==> config.mk <==
export PLATFORM = sky130hd
export DESIGN_NAME = writeback_sequencer
export DESIGN_NICKNAME = d
export VERILOG_FILES = /design/src/rtl/writeback_sequencer.sv
export SDC_FILE = /design/constraint.sdc
export NUM_CORES = 1
export LEC_CHECK = 0
export CAP_MARGIN = 10
export CORE_ASPECT_RATIO = 0.6
export CORE_MARGIN = 3
export CORE_UTILIZATION = 42
export DETAILED_ROUTE_END_ITERATION = 7
export PLACE_DENSITY = 0.82
export SYNTH_ARGS = -nofsm -noshare
export SYNTH_HDL_FRONTEND = slang
export SYNTH_SLANG_ARGS = --single-unit
==> constraint.sdc <==
create_clock -name clk_i -period 2.06 [get_ports clk_i]
set_input_delay 0.309 -clock clk_i [delete_from_list [all_inputs] [get_ports clk_i]]
set_output_delay 0.309 -clock clk_i [all_outputs]
set_load 0.03 [all_outputs]
==> src/rtl/writeback_sequencer.sv <==
// Multicycle writeback stage: selects the writeback source, aligns and extends loads,
// and drives the register file write port (active-low enable) for exactly one cycle.
module writeback_sequencer #(
    parameter int DATA_WIDTH  = 32,
    parameter int SELECT_SIZE = 5,
    parameter int MEM_TIMEOUT = 16
) (
    input  logic                   clk_i,
    input  logic                   reset_i,
    input  logic                   req_valid_i,
    output logic                   req_ready_o,
    input  logic [1:0]             wb_src_i,
    input  logic [DATA_WIDTH-1:0]  alu_i,
    input  logic [DATA_WIDTH-1:0]  link_i,
    input  logic [DATA_WIDTH-1:0]  imm_i,
    input  logic [2:0]             funct3_i,
    input  logic [1:0]             byte_off_i,
    input  logic [SELECT_SIZE-1:0] rd_i,
    output logic                   mem_rd_o,
    input  logic                   mem_rdy_i,
    input  logic [DATA_WIDTH-1:0]  mem_data_i,
    output logic                   reg_we_o,
    output logic [SELECT_SIZE-1:0] reg_dst_o,
    output logic [DATA_WIDTH-1:0]  reg_data_o,
    output logic                   done_o,
    output logic                   err_o
);

    localparam int CNT_W = $clog2(MEM_TIMEOUT);
    localparam logic [CNT_W-1:0] CNT_LAST = CNT_W'(MEM_TIMEOUT - 1);

    localparam logic [1:0] SRC_ALU  = 2'b00;
    localparam logic [1:0] SRC_MEM  = 2'b01;
    localparam logic [1:0] SRC_LINK = 2'b10;

    typedef enum logic [1:0] {IDLE, MEM_WAIT, WRITE, FAULT} state_t;

    state_t                 state, state_n;
    logic [CNT_W-1:0]       cnt, cnt_n;
    logic [SELECT_SIZE-1:0] lat_rd, lat_rd_n;
    logic [2:0]             lat_f3, lat_f3_n;
    logic [1:0]             lat_off, lat_off_n;
    logic                   we_n, mem_rd_n, done_n, err_n;
    logic [SELECT_SIZE-1:0] dst_n;
    logic [DATA_WIDTH-1:0]  data_n;

    function automatic logic load_legal(input logic [2:0] f3, input logic [1:0] off);
        case (f3)
            3'b000, 3'b100: load_legal = 1'b1;
            3'b001, 3'b101: load_legal = !off[0];
            3'b010:         load_legal = (off == 2'b00);
            default:        load_legal = 1'b0;
        endcase
    endfunction

    function automatic logic [DATA_WIDTH-1:0] extend_load(input logic [2:0] f3,
                                                          input logic [1:0] off,
                                                          input logic [DATA_WIDTH-1:0] word);
        logic [7:0]  b;
        logic [15:0] h;
        b = word[8*off +: 8];
        h = word[16*off[1] +: 16];
        case (f3)
            3'b000:  extend_load = {{(DATA_WIDTH-8){b[7]}}, b};
            3'b001:  extend_load = {{(DATA_WIDTH-16){h[15]}}, h};
            3'b100:  extend_load = {{(DATA_WIDTH-8){1'b0}}, b};
            3'b101:  extend_load = {{(DATA_WIDTH-16){1'b0}}, h};
            default: extend_load = word;
        endcase
    endfunction

    assign req_ready_o = (state == IDLE) && !reset_i;

    // NOTE: every signal driven here gets a default first, so no path can infer a latch.
    always_comb begin
        state_n   = state;
        cnt_n     = cnt;
        lat_rd_n  = lat_rd;
        lat_f3_n  = lat_f3;
        lat_off_n = lat_off;
        dst_n     = reg_dst_o;
        data_n    = reg_data_o;
        we_n      = 1'b1;
        mem_rd_n  = 1'b0;
        done_n    = 1'b0;
        err_n     = 1'b0;

        case (state)
            IDLE: begin
                if (req_valid_i && req_ready_o) begin
                    if (wb_src_i == SRC_MEM) begin
                        lat_rd_n  = rd_i;
                        lat_f3_n  = funct3_i;
                        lat_off_n = byte_off_i;
                        if (load_legal(funct3_i, byte_off_i)) begin
                            state_n  = MEM_WAIT;
                            mem_rd_n = 1'b1;
                            cnt_n    = '0;
                        end else begin
                            state_n = FAULT;
                            err_n   = 1'b1;
                            done_n  = 1'b1;
                        end
                    end else begin
                        case (wb_src_i)
                            SRC_ALU:  data_n = alu_i;
                            SRC_LINK: data_n = link_i;
                            default:  data_n = imm_i;
                        endcase
                        dst_n   = rd_i;
                        we_n    = (rd_i == '0);
                        done_n  = 1'b1;
                        state_n = WRITE;
                    end
                end
            end
            MEM_WAIT: begin
                mem_rd_n = 1'b1;
                // A response arriving on the final timeout cycle still wins.
                if (mem_rdy_i) begin
                    data_n   = extend_load(lat_f3, lat_off, mem_data_i);
                    dst_n    = lat_rd;
                    we_n     = (lat_rd == '0);
                    done_n   = 1'b1;
                    mem_rd_n = 1'b0;
                    state_n  = WRITE;
                end else if (cnt == CNT_LAST) begin
                    err_n    = 1'b1;
                    done_n   = 1'b1;
                    mem_rd_n = 1'b0;
                    state_n  = FAULT;
                end else begin
                    cnt_n = cnt + 1'b1;
                end
            end
            WRITE:   state_n = IDLE;
            default: state_n = IDLE;
        endcase
    end

    // NOTE: sequential state uses non-blocking assignments so all registers update together.
    always_ff @(posedge clk_i or posedge reset_i) begin
        if (reset_i) begin
            state      <= IDLE;
            cnt        <= '0;
            lat_rd     <= '0;
            lat_f3     <= '0;
            lat_off    <= '0;
            reg_we_o   <= 1'b1;
            reg_dst_o  <= '0;
            reg_data_o <= '0;
            mem_rd_o   <= 1'b0;
            done_o     <= 1'b0;
            err_o      <= 1'b0;
        end else begin
            state      <= state_n;
            cnt        <= cnt_n;
            lat_rd     <= lat_rd_n;
            lat_f3     <= lat_f3_n;
            lat_off    <= lat_off_n;
            reg_we_o   <= we_n;
            reg_dst_o  <= dst_n;
            reg_data_o <= data_n;
            mem_rd_o   <= mem_rd_n;
            done_o     <= done_n;
            err_o      <= err_n;
        end
    end

endmodule
==> results <==
==> metrics by stage <==
step / setup WS (ns) / utilization (%) / total power [mW]
finish: 0.136 / 73.3 / 5.95
detailed placement: -0.0508 / 69.6 / 4.25
global placement: 0.00442 / 69.6 / 4.17
floorplan: 0.313 / - / 3.08
CTS: 0.130 / 73.3 / 5.93
global route: 0.0304 / 73.3 / 6.19
==> cell families (layout without fill, tap and decap cells) <==
| group | Yosys count | in the layout | share of synthesized area, % |
|---|---|---|---|
| xor gates and xnor gates | 1 | 1 | 0.220 |
| DFF | 57 | 57 | 35.8 |
| buffers and inverters | 46 | 246 | 5.62 |
| and+or+nand+nor | 129 | 129 | 17.0 |
| muxes | 54 | 54 | 14.7 |
| adders and majority gates | 1 | 1 | 0.314 |
| AOI/OAI and AO/OA | 143 | 143 | 26.4 |
==> worst min-delay path by stage <==
stage / start / slack [ns] / depth (start not counted) / to
floorplan: rd_i[0] / 0.46 / 2 / reg_dst_o[0]$_DFFE_PP0P_
global placement: reg_data_o[22]$_DFFE_PP0P_ / 0.46 / 2 / reg_data_o[22]$_DFFE_PP0P_
detailed placement: reg_data_o[17]$_DFFE_PP0P_ / 0.47 / 2 / reg_data_o[17]$_DFFE_PP0P_
CTS: reset_i / 0.41 / 3 / state[1]$_DFFE_PP0P_
global route: reset_i / 0.44 / 3 / state[1]$_DFFE_PP0P_
finish: reset_i / 0.40 / 3 / done_o$_DFF_PP0_
==> registers in the layout, indices dropped and copies added, names as in the netlist <==
register	flops
done_o	1
lat_f3	3
cnt	4
state	2
mem_rd_o	1
reg_dst_o	5
reg_we_o	1
err_o	1
lat_rd	5
lat_off	2
reg_data_o	32
==> synthesized netlist by cell type, drive strengths merged <==
| cell | count | area share (%) |
|---|---|---|
| o2bb2ai | 7 | 1.5 |
| mux2 | 25 | 7.1 |
| o21ai | 19 | 2.7 |
| and3 | 1 | 0.16 |
| nand3 | 12 | 1.5 |
| a221oi | 16 | 3.5 |
| a22oi | 7 | 1.3 |
| or4b | 1 | 0.35 |
| a21oi | 27 | 3.4 |
| o2111ai | 2 | 0.44 |
| o22a | 1 | 0.22 |
| nor2b | 20 | 3.1 |
| mux2i | 29 | 7.6 |
| or4 | 1 | 0.19 |
| nor3 | 4 | 0.50 |
| a31oi | 6 | 1.1 |
| nand3b | 2 | 0.38 |
| o221a | 7 | 2.0 |
| nor4 | 2 | 0.31 |
| and3b | 1 | 0.22 |
| o41ai | 16 | 3.5 |
| clkbuf | 21 | 2.0 |
| a32o | 1 | 0.25 |
| o22ai | 1 | 0.16 |
| o21a | 7 | 1.3 |
| a211oi | 23 | 4.3 |
| or2 | 1 | 0.16 |
| xnor2 | 1 | 0.22 |
| buf | 20 | 3.2 |
| nor2 | 30 | 3.0 |
| a22o | 1 | 0.22 |
| ha | 1 | 0.31 |
| nand2 | 31 | 2.9 |
| dfrtp | 56 | 35 |
| or3 | 1 | 0.16 |
| nand4 | 1 | 0.16 |
| dfstp | 1 | 0.66 |
| o31ai | 1 | 0.19 |
| inv | 5 | 0.47 |
| nor3b | 17 | 3.2 |
| nand2b | 4 | 0.63 |
| o311ai | 1 | 0.22 |
==> metal layers <==
layer  vias to the layer above  share of wire [%]  wire length, um  track usage (%)
met2                       301                 44             6870             44.2
met1                      2137                 44             6930             39.9
li1                       2045                  -                -                -
met5                         -                  0                0                0
met4                         0                1.3              205             7.97
met3                        20                 10             1600             8.02
==> layout by cell type (no fill, tap or decap), types with 2 or more instances in the layout <==
master,Yosys,routed
a211oi_1,23,23
o2111ai_1,2,2
nor3b_1,17,17
inv_1,5,4
clkbuf_16,0,9
a21oi_1,27,27
nor2_1,29,29
o41ai_1,16,16
nor2b_1,20,19
buf_12,0,6
o221a_2,7,7
clkbuf_8,0,2
clkinv_2,0,2
buf_4,1,35
o21a_1,7,7
bufinv_16,0,2
o21ai_0,18,18
nor4_1,2,2
nor3_1,4,4
nand3b_1,2,2
nand3_1,12,12
a31oi_1,5,5
nand2b_1,4,4
a221oi_1,16,16
clkdlybuf4s50_1,0,183
o2bb2ai_1,7,7
dfrtp_1,56,56
mux2_2,25,25
nand2_1,31,31
a22oi_1,7,7
mux2i_1,28,28
==> final cells by class <==
cell class	count	area, um^2
repair buffers	225	2220
multi-input cells	328	2340
inverters	5	18.8
clock inverters	5	77.6
fillers	637	2360
flip-flops and latches	57	1430
well taps	126	158
clock buffers	11	253
==> critical path: cells and delay by family, from the launching register on <==
kind	cells	cell delay, ns
flops	1	0.49
simple gates	2	0.93
mux	1	0.38
==> power by group <==
| group | switching, mW | internal [mW] | leakage, nW |
|---|---|---|---|
| clock network | 0.543 | 1.12 | 0.162 |
| registers | 0.266 | 1.43 | 0.683 |
| logic | 1.38 | 1.21 | 1.73 |
| total | 2.19 | 3.76 | 2.58 |
==> impl_results.md <==
- Status: complete, no violations
- Finished Cell Area: between 6000 and 7000 um^2
- Syn_nets: around 580
- Synth cell types: between 40 and 50
- Core area: a little under 9000 um^2
- Initial antenna violation count: 0
- Area growth syn-to-layout: 62.9%
- Relative slew slack: between 60% and 70%
- Vias per inst: roughly 5.9
- CTS tree: yes
- Clock root buffer: clkbuf_16
- Postcts setup bufs: 0
- Critical path class: reg -> reg
- Critical Path Start Type: flop
- Fin nets: about 770
- Mean Syn Cell Area: between 9 and 10 um^2
- Routed WL: ~16 mm
- GR Overflow Total: 0
- Detailed Place HPWL: 12.1 mm
- Num ports: approximately 190
- Non-Filler Instances: around 760
- Ys Warns: 0
- Critical Path Start: state[1]$_DFFE_PP0P_
- Initial drt markers: 504
- CTS resizes: 0
- Crit share post-route: just over 90%
- Fmax: around 0.52 GHz
- Mapped Cells: approximately 430
- Hold slack final: 0.399 ns
- Tmin final: between 1.5 and 2 ns
- Largest net degree at the start of global routing: 36
- TritonRoute pass-1 iters: 5
- Sequential-to-total area share from yosys stat: between 30% and 40%
- Post-Syn Area: 3990 um^2
- Vias in the first global route: between 4k and 5k
- Wire length of the first global-routing pass: approximately 24 mm
- R2R Path End: lat_f3[0]$_DFFE_PP0P_
- Post-DP Area: 6160 um^2
- Worst Reg-to-Reg Cells: 3
- Synthesis-stage register bit count: 57
- Worst Setup EP: lat_f3[0]$_DFFE_PP0P_
- HP Class: in -> async
- Number of remaining DRC errors: 0
- FF-to-FF Start: state[1]$_DFFE_PP0P_
- Final Max Tran Viols: 0
- Routed Antenna Nets: 0
- CTS buffer count: 9
- Leak Pwr: around 2.6 nW
- Vias: around 4.5k
- CTS Sinks: 57
- Crit. End Element: flop
- H-tree levels: 3
- Pwr per Cell Area: ~920 nW/um^2
- Die height: between 80 and 90 um
- RSZ-0062 raised after global routing: false
- CTS Hold Bufs: 0
- Worst reg-to-reg setup slack: approximately 0.14 ns
- Die Wd: between 100 and 150 um
- Cells along the critical path: or4b_4, nor2_4, mux2_2
- Ant. Diodes: 0
- GR Util All Layers: 28.7%
- Worst skew pair latency: approximately 0.33 ns
- FP Rows: 26
- Reg clk slew, reported paths: 0.05 ns
- Endpoints failing hold: 0
- Worst VDD drop: 0.473 mV
- Critical Path RT: roughly 2.3 ns
- Starting Density: 45.0%
- Count of final setup violators: 0
- Clk buf depth: 2
- Slowest CP cell: or4b_4
- WL/cell: approximately 21 um
- Worst Max-Slew Pin Slew: 0.507 ns
- Crit path max fanout: 10
- Critical Path AT: between 2 and 2.5 ns
- Die Area: between 10000 and 15000 um^2
- Fraction of layout cells with a size suffix above 1: around 16%
- Cells after DPL: approximately 740
- CP max stage delay: 0.63 ns
- PortBufs: ~190
- GP Congestion: ~0.93
- Setup TNS: 0 ns
- Clock Skew: ~0.009 ns
- Max-Cap Viols: 0
Power figures use the tool's default switching activity.
